===== config.mk =====
export PLATFORM = sky130hd
export DESIGN_NAME = i2c_rw_seq_flat
export DESIGN_NICKNAME = d
export VERILOG_FILES = /design/src/rtl/i2c_rw_seq_if.sv /design/src/rtl/i2c_rw_seq.sv /design/src/flat_wrapper.sv
export SDC_FILE = /design/constraint.sdc
export NUM_CORES = 1
export LEC_CHECK = 0
export BUFFER_PORTS_ARGS = -buffer_cell sky130_fd_sc_hd__buf_2
export CAP_MARGIN = 20
export CORE_AREA = 2 2 121 100
export DETAILED_ROUTE_END_ITERATION = 10
export DIE_AREA = 0 0 123 102
export PLACE_DENSITY = 0.81
export SLEW_MARGIN = 30
export SYNTH_ARGS = -nofsm -noshare
export SYNTH_HDL_FRONTEND = slang
export SYNTH_SLANG_ARGS = --single-unit
export TNS_END_PERCENT = 50

===== constraint.sdc =====
create_clock -name i2c_clk -period 6.08 [get_ports i2c_clk]
set_clock_uncertainty 0.05 [all_clocks]
set_input_delay 0.912 -clock i2c_clk [delete_from_list [all_inputs] [get_ports i2c_clk]]
set_output_delay 0.912 -clock i2c_clk [all_outputs]
set_load 0.01 [all_outputs]

===== src/rtl/i2c_rw_seq_if.sv =====
// i2c_rw_seq_if: transaction bus between the burst sequencer and the I2C byte controller
//   master (sequencer): drives wr_en, rd_en, i2c_start, addr_num, byte_addr, i2c_wr_data
//                       and samples i2c_end, i2c_rd_data
//   slave (controller): the mirror image
interface i2c_rw_seq_if;
  logic        wr_en;
  logic        rd_en;
  logic        i2c_start;
  logic        addr_num;
  logic [15:0] byte_addr;
  logic [7:0]  i2c_wr_data;
  logic        i2c_end;
  logic [7:0]  i2c_rd_data;
  modport master (
    output wr_en, rd_en, i2c_start, addr_num, byte_addr, i2c_wr_data,
    input  i2c_end, i2c_rd_data
  );
  modport slave (
    input  wr_en, rd_en, i2c_start, addr_num, byte_addr, i2c_wr_data,
    output i2c_end, i2c_rd_data
  );
endinterface


===== src/rtl/i2c_rw_seq.sv =====
// i2c_rw_seq: EEPROM burst sequencer issuing byte transactions to an I2C controller, with an 8-deep read FIFO
//   i2c_clk, sys_rst         : clock and synchronous active-high reset
//   bus (master)             : per-byte transaction handshake to the I2C controller
//   write_req, read_req      : one-cycle burst requests (write wins when both)
//   base_addr, byte_num      : burst start address and length (0 ignored)
//   data_seed                : write data of byte 0; byte i carries seed + i
//   fifo_rd_en, fifo_dout    : pop port of the read FIFO
//   busy, fifo_count/empty/full : status
module i2c_rw_seq #(
  parameter logic [15:0] CNT_WAIT_MAX = 16'd5000,
  parameter logic        ADDR_NUM     = 1'b1
) (
  input  logic              i2c_clk,
  input  logic              sys_rst,
  i2c_rw_seq_if.master      bus,
  input  logic              write_req,
  input  logic              read_req,
  input  logic [15:0]       base_addr,
  input  logic [3:0]        byte_num,
  input  logic [7:0]        data_seed,
  input  logic              fifo_rd_en,
  output logic              busy,
  output logic [7:0]        fifo_dout,
  output logic [3:0]        fifo_count,
  output logic              fifo_empty,
  output logic              fifo_full
);
  typedef enum logic [2:0] {IDLE, WR_REQ, WR_WAIT, WR_GAP, RD_REQ, RD_WAIT, RD_GAP} state_t;
  state_t      state, nxt;
  logic [15:0] base, cnt;
  logic [3:0]  num, idx;
  logic [7:0]  seed;
  logic [7:0]  mem [8];
  logic [2:0]  wp, rp;
  logic        start_wr, start_rd, tc, gap, push, pop;
  assign start_wr = write_req && byte_num != 4'd0;
  assign start_rd = read_req && byte_num != 4'd0 && !write_req;
  assign tc       = cnt == CNT_WAIT_MAX - 16'd1;
  assign gap      = state == WR_GAP || state == RD_GAP;
  assign pop      = fifo_rd_en && !fifo_empty;
  // a read started from IDLE with a full FIFO must not overwrite the oldest byte
  assign push     = state == RD_WAIT && bus.i2c_end && (!fifo_full || pop);
  always_ff @(posedge i2c_clk)
    state <= sys_rst ? IDLE : nxt;
  always_comb begin
    nxt = state;
    case (state)
      IDLE:    nxt = start_wr ? WR_REQ : start_rd ? RD_REQ : IDLE;
      WR_REQ:  nxt = WR_WAIT;
      WR_WAIT: nxt = bus.i2c_end ? WR_GAP : WR_WAIT;
      WR_GAP:  nxt = !tc ? WR_GAP : idx == num ? IDLE : WR_REQ;
      RD_REQ:  nxt = RD_WAIT;
      RD_WAIT: nxt = bus.i2c_end ? RD_GAP : RD_WAIT;
      RD_GAP:  nxt = !tc ? RD_GAP : idx == num ? IDLE : fifo_full ? RD_GAP : RD_REQ;
      default: nxt = IDLE;
    endcase
  end
  always_comb begin
    bus.wr_en     = state == WR_REQ || state == WR_WAIT;
    bus.rd_en     = state == RD_REQ || state == RD_WAIT;
    bus.i2c_start = state == WR_REQ || state == RD_REQ;
    busy          = state != IDLE;
  end
  assign bus.addr_num    = ADDR_NUM;
  assign bus.byte_addr   = base + {12'd0, idx};
  assign bus.i2c_wr_data = seed + {4'd0, idx};
  assign fifo_empty      = fifo_count == 4'd0;
  assign fifo_full       = fifo_count == 4'd8;
  always_ff @(posedge i2c_clk) begin
    if (sys_rst) begin
      base <= 16'd0;
      num  <= 4'd0;
      seed <= 8'd0;
      idx  <= 4'd0;
      cnt  <= 16'd0;
    end else begin
      if (state == IDLE && (start_wr || start_rd)) begin
        base <= base_addr;
        num  <= byte_num;
        idx  <= 4'd0;
      end
      if (state == IDLE && start_wr) seed <= data_seed;
      if ((state == WR_WAIT || state == RD_WAIT) && bus.i2c_end) idx <= idx + 4'd1;
      // counter parks at terminal count while RD_GAP stalls on a full FIFO
      cnt <= (gap && nxt == state) ? (tc ? cnt : cnt + 16'd1) : 16'd0;
    end
  end
  always_ff @(posedge i2c_clk)
    if (push) mem[wp] <= bus.i2c_rd_data;
  always_ff @(posedge i2c_clk) begin
    if (sys_rst) begin
      wp         <= 3'd0;
      rp         <= 3'd0;
      fifo_count <= 4'd0;
      fifo_dout  <= 8'd0;
    end else begin
      if (push) wp <= wp + 3'd1;
      if (pop) begin
        fifo_dout <= mem[rp];
        rp        <= rp + 3'd1;
      end
      fifo_count <= fifo_count + {3'd0, push} - {3'd0, pop};
    end
  end
endmodule

===== src/flat_wrapper.sv =====
// flat-port wrapper written by rule: the top's interface ports become plain ports
module i2c_rw_seq_flat 
#(
  parameter logic [15:0] CNT_WAIT_MAX = 16'd5000,
  parameter logic        ADDR_NUM     = 1'b1
)
  (i2c_clk, sys_rst, write_req, read_req, base_addr, byte_num, data_seed, fifo_rd_en, busy, fifo_dout, fifo_count, fifo_empty, fifo_full, bus_wr_en, bus_rd_en, bus_i2c_start, bus_addr_num, bus_byte_addr, bus_i2c_wr_data, bus_i2c_end, bus_i2c_rd_data);
  i2c_rw_seq_if bus_i ();
  input  logic i2c_clk;
  input  logic sys_rst;
  input  logic write_req;
  input  logic read_req;
  input  logic [15:0] base_addr;
  input  logic [3:0] byte_num;
  input  logic [7:0] data_seed;
  input  logic fifo_rd_en;
  output logic busy;
  output logic [7:0] fifo_dout;
  output logic [3:0] fifo_count;
  output logic fifo_empty;
  output logic fifo_full;
  output wire logic [$bits(bus_i.wr_en)-1:0] bus_wr_en;
  output wire logic [$bits(bus_i.rd_en)-1:0] bus_rd_en;
  output wire logic [$bits(bus_i.i2c_start)-1:0] bus_i2c_start;
  output wire logic [$bits(bus_i.addr_num)-1:0] bus_addr_num;
  output wire logic [$bits(bus_i.byte_addr)-1:0] bus_byte_addr;
  output wire logic [$bits(bus_i.i2c_wr_data)-1:0] bus_i2c_wr_data;
  input wire logic [$bits(bus_i.i2c_end)-1:0] bus_i2c_end;
  input wire logic [$bits(bus_i.i2c_rd_data)-1:0] bus_i2c_rd_data;
  assign bus_wr_en = bus_i.wr_en;
  assign bus_rd_en = bus_i.rd_en;
  assign bus_i2c_start = bus_i.i2c_start;
  assign bus_addr_num = bus_i.addr_num;
  assign bus_byte_addr = bus_i.byte_addr;
  assign bus_i2c_wr_data = bus_i.i2c_wr_data;
  assign bus_i.i2c_end = bus_i2c_end;
  assign bus_i.i2c_rd_data = bus_i2c_rd_data;
  i2c_rw_seq #(.CNT_WAIT_MAX(CNT_WAIT_MAX), .ADDR_NUM(ADDR_NUM)) u_core (.i2c_clk(i2c_clk), .sys_rst(sys_rst), .bus(bus_i), .write_req(write_req), .read_req(read_req), .base_addr(base_addr), .byte_num(byte_num), .data_seed(data_seed), .fifo_rd_en(fifo_rd_en), .busy(busy), .fifo_dout(fifo_dout), .fifo_count(fifo_count), .fifo_empty(fifo_empty), .fifo_full(fifo_full));
endmodule

# --- After elaboration in Yosys (flattened, before gate mapping) ---
# Memories as Yosys holds them, arrays and structs flattened. A register that Yosys moved wholly into a read port is not among the register bits.
# Index checks and enable logic that the tools add are counted.
word_totals:
  n_memories: 1
  inputBits: 42
  word_cells: 69
  output_inout_bits: 43
  mem_bits_ro: 0
  ram_bits: 64
  latchBits: 0
  regBits: 61
memory_table:
  columns: ["memory", "words", "width", "rd", "rd_clocked_by_memory_dff", "write_ports", "line", "rtl"]
  rows:
  - ["u_core.mem", 8, 8, 1, 1, 1, "i2c_rw_seq.sv:33", "logic [7:0] mem [8];"]
classes:
  multipliers: 0
  reduce_logical: 26
  n_eq_ne: 10
  mux: 14
  add_sub_neg: 8
  n_lt_le_gt_ge: 0
  shifts: 0
  n_bitwise: 1
  div: 0
ops:
  columns: ["op", "count"]
  rows:
  - ["case mux 3 bit (7 select lines)", 1]
  - ["adder 16 x 1 -> 16 bit (second input constant)", 1]
  - ["adder 16 x 4 -> 16 bit", 1]
  - ["== test 16 x 13 -> 1 bit (second input constant)", 1]
  - ["two-way mux 3 bit", 5]
  - ["logical AND 1 bit", 10]
  - ["== test 3 bit (second input constant)", 3]
  - ["adder 8 x 4 -> 8 bit", 1]
  - ["two-way mux 4 bit", 2]
  - ["logical OR 1 bit", 7]
  - ["adder 3 x 1 -> 3 bit (second input constant)", 2]
  - ["== test 3 x 2 -> 1 bit (second input constant)", 2]
  - ["adder 4 x 1 -> 4 bit", 1]
  - ["adder 4 x 1 -> 4 bit (second input constant)", 1]
  - ["== test 4 bit", 1]
  - ["== test 4 bit (second input constant)", 1]
  - ["logical NOT 4 bit", 1]
  - ["two-way mux 1 bit", 4]
  - ["two-way mux 2 bit", 2]
  - ["nonzero test 4 bit", 1]
  - ["subtractor 4 x 1 -> 4 bit", 1]
  - ["== test 3 x 1 -> 1 bit (second input constant)", 1]
  - ["== test 3 bit", 1]
  - ["logical NOT 1 bit", 3]
  - ["5 further kinds", 5]

# --- Depth between registers and ports, before layout ---
# Gate-level depths: netlist (run 1).
depth:
  ltp_word: 10
  mapped_depth: 13
  ltp_nobuf: 12

# --- Least setup slack after synthesis (run 1) ---
# OpenSTA, ideal clock, no wires.
synth_timing:
  path_kind: "flip-flop to output port"
  start: "register u_core.idx[0]"
  end: "output bus_byte_addr[10]"
  path_stages_with_launch: 8
  path_slack_ns: 3.116
  path_buffers: 0
  required_ns: 5.118
  t_arrival_ns: 2.002
  cell_sequence: "dfxtp_1 -> ha_1 -> inv_1 -> fa_1 -> nand2b_1 -> a211oi_1 -> nand3_1 -> xnor2_1"
synth_via:
  elab_chain_cells: 1
synth_rtl:
  columns: ["item", "line", "rtl"]
  rows:
  - ["from (decl)", "i2c_rw_seq.sv:31", "logic [3:0] num, idx;"]
  - ["from (signal assigned)", "i2c_rw_seq.sv:83", "if ((state == WR_WAIT || state == RD_WAIT) && bus.i2c_end) idx <= idx + 4'd1;"]
  - ["adder 16 x 4 -> 16 bit", "i2c_rw_seq.sv:65", "assign bus.byte_addr = base + {12'd0, idx};"]
  - ["to (decl)", "flat_wrapper.sv:26", "output wire logic [$bits(bus_i.byte_addr)-1:0] bus_byte_addr;"]
# Every way passes these cells.

# --- Worst setup path in the final report (run 1) ---
# Ends and elaborated chain as after synthesis.

==> results of run 1 <==
## cell usage after synthesis, types with 6 or more instances
| library cell | number |
|---|---|
| sky130_fd_sc_hd__edfxtp_1 | 64 |
| sky130_fd_sc_hd__nor2b_1 | 6 |
| sky130_fd_sc_hd__o21ai_0 | 8 |
| sky130_fd_sc_hd__xor2_1 | 8 |
| sky130_fd_sc_hd__nand2_1 | 16 |
| sky130_fd_sc_hd__nand4_1 | 10 |
| sky130_fd_sc_hd__nor2_1 | 68 |
| sky130_fd_sc_hd__nand3_1 | 14 |
| sky130_fd_sc_hd__dfxtp_1 | 69 |
| sky130_fd_sc_hd__a211oi_1 | 13 |
| sky130_fd_sc_hd__mux4_2 | 16 |
| sky130_fd_sc_hd__xnor2_1 | 34 |
| sky130_fd_sc_hd__mux2i_1 | 37 |
| sky130_fd_sc_hd__ha_1 | 18 |
| sky130_fd_sc_hd__inv_1 | 21 |
| sky130_fd_sc_hd__a21oi_1 | 10 |
| sky130_fd_sc_hd__nor3_1 | 20 |
## metal layers
| metal | routed length, um | track usage | vias up |
|---|---|---|---|
| met3 | 520 | 0.04520 | 14 |
| li1 | - | - | 2042 |
| met5 | 0 | 0 | - |
| met4 | 161 | 0.07080 | 0 |
| met2 | 6516 | 0.3523 | 106 |
| met1 | 5721 | 0.2872 | 2094 |
## registers in the layout (all words and copies together), names as in the netlist, 4 cells and up
signal,cells
u_core.mem,64
u_core.fifo_count,4
u_core.fifo_dout,8
u_core.num,4
u_core.cnt,16
u_core.seed,8
u_core.base,16
u_core.idx,4
## metrics by stage
stage | cells | util
after floorplan | 511 | -
after global placement | 724 | 0.5849
after detailed placement | 724 | 0.5859
after CTS | 756 | 0.6374
after global routing | 756 | 0.6377
final | 756 | 0.6377
## power by group through the flow
stage | sequential, W | clock (W) | combinational (W)
finish | 0.00116 | 0.00101 | 0.000752
floorplan | 0.00112 | 0 | 0.000605
CTS | 0.00116 | 0.00102 | 0.000757
detailed placement | 0.00118 | 0 | 0.000751
global placement | 0.00117 | 0 | 0.000723
global route | 0.00118 | 0.00106 | 0.000827
## worst max-delay path by stage
stage                  start              endpoint  slack [ps]  cells past startpoint
2_1_floorplan  u_core.idx[0]     bus_byte_addr[10]        3120                      7
3_3_place_gp      fifo_rd_en  u_core.fifo_count[2]        2770                     10
3_5_place_dp   u_core.idx[0]     bus_byte_addr[10]        2760                      8
4_1_cts        u_core.idx[0]     bus_byte_addr[10]        2300                      8
5_1_grt        u_core.idx[0]     bus_byte_addr[10]        2040                      8
6_report       u_core.idx[0]     bus_byte_addr[10]        2310                      8
## logic make-up (layout without fill, tap and decap cells)
logic type	Yosys count	count (layout)	share of synthesized area
and+or+nand+nor	170	170	0.1447
DFF	133	133	0.5411
muxes	54	54	0.1215
AOI/OAI and AO/OA	48	48	0.05267
xor gates and xnor gates	42	42	0.06026
buffers and inverters	42	139	0.03238
adders and majority gates	21	21	0.04673
other	1	1	0.0006143
## critical path, stage by stage (launching register included)
cell and delay [ps]:
sky130_fd_sc_hd__dfxtp_1 470, sky130_fd_sc_hd__ha_1 250, sky130_fd_sc_hd__inv_1 70, sky130_fd_sc_hd__fa_1 400
sky130_fd_sc_hd__nand2b_1 180, sky130_fd_sc_hd__a211oi_1 540, sky130_fd_sc_hd__nand3_1 180, sky130_fd_sc_hd__xnor2_1 160
sky130_fd_sc_hd__buf_2 140
## cell type report
cell class | instances | share of cell area
clock inverters | 15 | 0.02171
well taps | 148 | 0.02570
repair buffers | 86 | 0.06113
inverters | 21 | 0.01094
flip-flops and latches | 133 | 0.4587
clock buffers | 17 | 0.05905
multi-input cells | 336 | 0.3628
==> flow_results.org, run 1 <==
** Run status
- The run finished with clean final reports.

** Setup path
- Endpoint class of the critical path :: output port
- The number of cells on the worst reg-to-reg path is 4.
- Kind of launch point of the worst setup path :: register
- Critical R2R Launch :: u_core.state[2]
- The critical path in this run is classified as reg -> out.
- In this run the worst path has a maximum fanout of 7.
- At the worst endpoint, the required time is between 5000 and 6000 ps.
- The worst register-to-register path has a setup slack of 3140 ps.
- WP data arrival :: around 2800 ps
- R2r endpoint :: u_core.mem[4][0]

** Synthesis
- In this run, distinct cell masters in the synthesized netlist total 53.
- Summing every instance area after synthesis gives between 0.006 and 0.007 mm^2.
- Warning count from the yosys run :: 0
- sky130_fd_sc_hd__edfxtp_1 takes more of the synthesized area than any other cell.
- Post-synthesis sequential area ratio :: 0.5411
- Portion of synthesized cell area occupied by the leading cell type :: 0.3148
- Gate count of the mapped netlist :: 511
- Counting flops and latches in the post-synthesis netlist gives around 130.
- Post-Synthesis Mean Instance Area :: roughly 12 um^2
- For this run, the leading register cell type out of synthesis is sky130_fd_sc_hd__dfxtp_1.
- By area the synthesized netlist is led by sky130_fd_sc_hd__edfxtp_1 (31%), sky130_fd_sc_hd__dfxtp_1 (23%), sky130_fd_sc_hd__mux2i_1 (6.1%).
- Counting every net in the synthesized netlist gives 574.
- Fraction of synthesis flops using an asynchronous set or reset pin :: 0
- Yosys mapped a number of flops with a built-in enable equal to 64.

** Detailed routing
- DRC errors left :: 0
- Total iterations of the first detailed-routing run :: 5
- Total Wirelength :: roughly 13000 um
- Starting DRC count in detailed routing :: 311
- After detailed routing, the number of vias per cell comes to about 5.6.
- The detail route stage leaves a number of antenna-violating nets equal to 0.
- Summing over every cut layer, the via total after detailed routing is between 4000 and 5000.
- Average wire length per cell after detail routing :: 17.09 um

** Final layout
- Area of combinational cells with multiple inputs :: 0.002614 mm^2
- Final non-filler cell area :: 0.007204 mm^2
- From synthesis to final layout, the design area changed by 18.02%.
- Counting the fill cells in the layout gives 848.
- Leaving out fill and tap cells, the most frequent cell in the layout is sky130_fd_sc_hd__buf_2.
- The sequential cells in the finished layout cover a total of 0.003304 mm^2.
- Total number of nets in the final design :: 658
- Inserted Diodes :: 0
- Most used cells in the layout excluding fill and tap cells :: sky130_fd_sc_hd__buf_2 (82), sky130_fd_sc_hd__dfxtp_1 (68), sky130_fd_sc_hd__nor2_1 (67)
- In the final layout, the share of cells above drive strength 1 is 0.2368.

** Clock network
- Clock Sinks :: 133
- Depth of the CTS H-tree :: 4
- Post-cts hold buffer count :: 0
- Counting along the longest clock path gives a buffer depth of 2.
- After clock tree synthesis, the setup repair step added 0 buffers.
- The later pin in the worst-skew pair is clocked with a latency of just over 400 ps.
- TritonCTS Buffers :: 17
- Clock Tree Root :: sky130_fd_sc_hd__clkbuf_16
- After clock tree synthesis, the repair step resized 0 gates.
- TritonCTS clock tree :: done
- Clock-pin slew was measured on the worst setup and hold paths at 70 ps.

** Placed design
- After legalization and detailed placement, the total HPWL measured between 8000 and 9000 um.
- Pre-CTS setup slack :: 2756 ps
- The count of buffers added on input and output ports is 83.
- Placer's final routability congestion estimate :: 0.8476
- Placed inst area :: 0.006620 mm^2

** Power
- Switching share of power :: 0.3222
- Overall power :: 0.002925 W
- Total power per unit cell area :: 406.1 mW/mm^2
- Cell Int Power :: 0.001983 W
- Summed over all cells, the static leakage comes to 2.726 nW.
- The analysis attributes to net switching a power of between 0.0009 and 0.001 W.
- Combinational share of power :: 0.257
- IR analysis of the VDD net gives a maximum drop of 0.2665 mV.
- The share of total power dissipated in sequential elements is 0.397.
- Power share of the clock group :: 0.346

** STA
- At the pin with the least slew margin, the transition time is ~940 ps.
- Subtracting the final worst setup slack from the clock period gives 3770 ps.
- Setup repair after global routing left no endpoint under its margin.
- Setup violations remaining at the end of the flow were counted as 0.
- The worst pin sits at a relative slew slack of 0.3693.
- Hold timing on the final database bottoms out at a slack of approximately 450 ps.
- The worst path meets setup with 2310 ps of slack.
- Total negative slack for setup checks :: 0 ps
- Dividing the final minimum period by the clock period gives 0.6201.
- Final hold viol count :: 0
- Max Fclk :: roughly 0.27 GHz
- Final Slew Violations :: 0

** Floorplanning
- Measured along the y axis, the die boundary spans 102 um.
- The floorplan step set the die width to 123 um.
- Die area :: 0.01255 mm^2
- Boundary Pins :: 85
- Core Area :: 0.01130 mm^2
- Count of standard-cell rows :: 35
- Initial standard-cell utilization of the core :: 0.5403

** Hold path
- Min-Delay Path Depth :: 2
- Launch instance of the worst min-delay path :: u_core.fifo_dout[4]
- The min-delay analysis places its worst path in the category reg -> reg.
- For hold timing, the worst endpoint is u_core.fifo_dout[4].

** GRT
- The number of global-route vias before repair was 4086.
- Maximum number of pins on one net before global-route repair :: 59
- The first global-routing pass estimated 20570 um of wire.
- Summed over all layers, the global routing overflow is 0.
- The initial antenna violation count was 0.
- For this run, the total global-route usage over all layers was measured as 0.2145.

** Job
- Number of max-cap violations :: 0
Power figures use the tool's default switching activity.
==> inputs of run 2 (changes only) <==
Settings changed: CORE_AREA 2 2 121 100 to 2 2 125 102, DIE_AREA 0 0 123 102 to 0 0 127 104, PLACE_DENSITY 0.81 to 0.8.
Clock period 6.08 ns to 3.3 ns, I/O delays scaled along.
==> run 2 against run 1 <==
Global-route usage is 0.74 points lower. Total power increased by 85%. Sequential cell count is the same. Via count shrank 0.28%. Worst setup slack lost 2100 ps. Final cell count is 2.0% higher. Register-to-register slack worse by 2400 ps. Die area is 5.3% higher. Critical endpoint unchanged.
==> flow_results.org, run 2 (same netlist as run 1, synthesis figures left out) <==
** Floorplanning
- Initial standard-cell utilization of the core :: 0.5095 (was 0.5403)
- The die height came to 104 um (was 102 um).
- Core Area :: 0.01198 mm^2 (was 0.01130 mm^2)
- The die outline area came to 0.01321 mm^2 (was 0.01255 mm^2).
- Boundary Pins :: 85 (unchanged)
- Die width :: 127 um (was 123 um)
- The total number of placement rows was 36 (was 35).

** Setup path
- The nature of the critical path endpoint is an output port (unchanged).
- The worst endpoint data arrival time was 2580 ps (was 2810 ps).
- The required time of the critical path was 2750 ps (was 5120 ps).
- Crit Path Max Fanout :: 7 (unchanged)
- The startpoint-to-endpoint class of the critical path was reg -> out (unchanged).
- The critical path startpoint is u_core.idx[0] (unchanged).
- The launch instance of the worst register-to-register path was u_core.state[2] (unchanged).
- The critical path launch point type was a register (unchanged).

** Job
- The total of max-cap violations came to 0 (unchanged).

** Final layout
- The most common cell after layout, fill and taps aside is sky130_fd_sc_hd__buf_2 (unchanged).
- Biggest registers after layout :: u_core.mem: 64 flops, u_core.base: 16 flops, u_core.cnt: 16 flops (unchanged)
- Most used cells in the layout excluding fill and tap cells: sky130_fd_sc_hd__buf_2 (82), sky130_fd_sc_hd__dfxtp_1 (69), sky130_fd_sc_hd__nor2_1 (68) (was sky130_fd_sc_hd__buf_2 (82), sky130_fd_sc_hd__dfxtp_1 (68), sky130_fd_sc_hd__nor2_1 (67)).
- Proportion of layout cells with a drive suffix above 1 :: 0.2439 (was 0.2368)
- Number of flip-flops in the largest register :: 64 (unchanged)
- The number of nets in the final layout is 669 (was 658).
- The finished layout cell area was 0.007300 mm^2 (was 0.007204 mm^2).
- Inserted Diodes :: 0 (unchanged)
- The area added between synthesis and finish was 19.57% (was 18.02%).
- Reg with most FFs :: u_core.mem (unchanged)

** Power
- Power share of the clock group :: 0.343 (was 0.346)
- The total leakage power is 2.780 nW (was 2.726 nW).
- The net switching power is 0.001647 W (was 0.0009427 W).
- The switching part of the total power was 0.3045 (was 0.3222).
- The combinational cell fraction of total power was 0.264 (was 0.257).
- The proportion of power drawn by flip-flops and latches is 0.393 (was 0.397).
- Cell Int Power :: 0.003761 W (was 0.001983 W)
- Total power per unit cell area :: 740.8 mW/mm^2 (was 406.1 mW/mm^2)
- Worst IR drop on VDD :: 0.6139 mV (was 0.2665 mV)
- Overall power :: 0.005408 W (was 0.002925 W)

** Clock network
- Worst-Skew Late Latency :: 410 ps (about the same)
- The number of levels in the clock H-tree was 4 (unchanged).
- Clock Tree Root :: sky130_fd_sc_hd__clkbuf_16 (unchanged)
- The post-cts hold buffer count was 0 (unchanged).
- The deepest clock path buffer count is 2 (unchanged).
- The TritonCTS clock tree was done (unchanged).
- Clock Sinks :: 133 (unchanged)
- The clock transition at the register clock pins on the worst setup and hold paths after CTS was 60 ps (was 70 ps).
- The number of clock buffers inserted by TritonCTS came to 17 (unchanged).

** STA
- Clock period minus final worst setup slack :: 3122 ps
- Total negative slack for setup checks :: 0 ps (unchanged)
- Fraction of the cycle the final worst path needs :: 0.9460
- The max-slew violation count was 0 (unchanged).
- The worst slew margin relative to its limit came to 0.4317 (was 0.3693).
- The final number of hold-violating endpoints came to 0 (unchanged).
- The final number of setup-violating endpoints is 0 (unchanged).
- Max Fclk :: 0.3203 GHz
- Tightest Pin Transition :: 851.2 ps (was 942.5 ps)

** Detailed routing
- Post-route ant nets :: 0 (unchanged)
- Number of vias per cell after detailed routing :: 5.505 (was 5.630)
- The final routed wirelength across all metal layers came to 13080 um (was 12920 um).
- Starting DRC count in detailed routing :: 349 (was 311)
- Average wire length per cell after detail routing :: 16.96 um (was 17.09 um)
- Total via count in the routed design :: 4244 (was 4256)
- DRC errors left :: 0 (unchanged)
- The number of optimization iterations in the first detailed-route pass came to 4 (was 5).

** Placed design
- The area of placed instances is 0.006699 mm^2 (was 0.006620 mm^2).
- The HPWL after detailed placement came to 8633 um (was 8804 um).
- The number of I/O port buffers came to 83 (unchanged).
- The routability congestion estimate from global placement was 0.8050 (was 0.8476).

** Run status
- Status: finished clean (unchanged).

** GRT
- The number of global-route vias before repair was 4233 (was 4086).
- Maximum number of pins on one net before global-route repair :: 59 (unchanged)
- The global-route wire length before repair was 21310 um (was 20570 um).
- GRT Residual Overflow :: 0 (unchanged)
- Combined global-route utilization of all metal layers :: 0.2071 (was 0.2145)
- Initial antenna violation count :: 0 (unchanged)

** Hold path
- Path category of the worst min-delay check :: in -> reg (was reg -> reg)
- The startpoint of the tightest hold check path was data_seed[7] (was u_core.fifo_dout[4]).
run 2: cell count changes in the layout (fill, tap and decap cells not counted), sizes merged:
cell,change
clkinvlp,+1
inv,-10
bufinv,+1
buf,+11
clkbuf,+4
clkinv,+4
run 2: path summary, 6_finish.rpt:
path,to,slack [ps],cells after the start
worst max-delay path,bus_byte_addr[10],180,8
worst min-delay path,u_core.seed[7],270,3
worst max register to register,u_core.mem[0][7],790,5
worst min register to register,u_core.base[0],450,2
run 2: layout make-up:
type	instances	area [um^2]
clock buffers	21	460.4
clock inverters	11	127.6
fillers	925	4682
inverters	21	78.83
multi-input cells	336	2616
flip-flops and latches	133	3303
well taps	152	190.2
repair buffers	97	523.0
run 2: repair_timing:
| item | CTS | global route |
|---|---|---|
| resized for setup | 1 | 1 |
| endpoints found under the setup margin | 3 | 3 |
| hold endpoints to repair | 0 | 0 |
| pin swaps | 0 | 0 |
| buffers inserted | 0 | 0 |
| gates cloned | 0 | 0 |
run 2: per-stage QoR:
stage          setup WS, ps  std cells  hold slack, ps    util
2_1_floorplan         556.1        511           414.6       -
3_3_place_gp          488.8        739           429.6  0.5589
3_5_place_dp          399.5        739           437.5  0.5591
4_1_cts               140.5        771           259.4  0.6086
5_1_grt              -7.133        771           280.4  0.6092
6_report              178.1        771           272.3  0.6092
run 2: power by group through the flow:
stage          clock network, W  registers (W)  logic (W)
5_1_grt                 0.00196        0.00216    0.00156
2_1_floorplan                 0        0.00206    0.00111
4_1_cts                 0.00188        0.00213    0.00143
3_3_place_gp                  0        0.00215    0.00137
3_5_place_dp                  0        0.00216    0.00141
6_report                0.00186        0.00213    0.00142
run 2: layer usage:
layer / global-route usage / wire [um] / up-vias / share of wire
met3: 0.04064 / 582 / 17 / 0.044
met1: 0.2730 / 5739 / 2063 / 0.44
li1: - / - / 2054 / -
met4: 0.06750 / 153 / 0 / 0.012
met2: 0.3456 / 6605 / 110 / 0.50
met5: 0 / 0 / - / 0
run 2: worst max-delay path, stage by stage, from the launching register on:
cell	delay (ps)
sky130_fd_sc_hd__dfxtp_1	470
sky130_fd_sc_hd__ha_1	240
sky130_fd_sc_hd__inv_1	60
sky130_fd_sc_hd__fa_1	400
sky130_fd_sc_hd__nand2b_1	230
sky130_fd_sc_hd__a211oi_4	330
sky130_fd_sc_hd__nand3_1	140
sky130_fd_sc_hd__xnor2_1	150
sky130_fd_sc_hd__buf_2	150
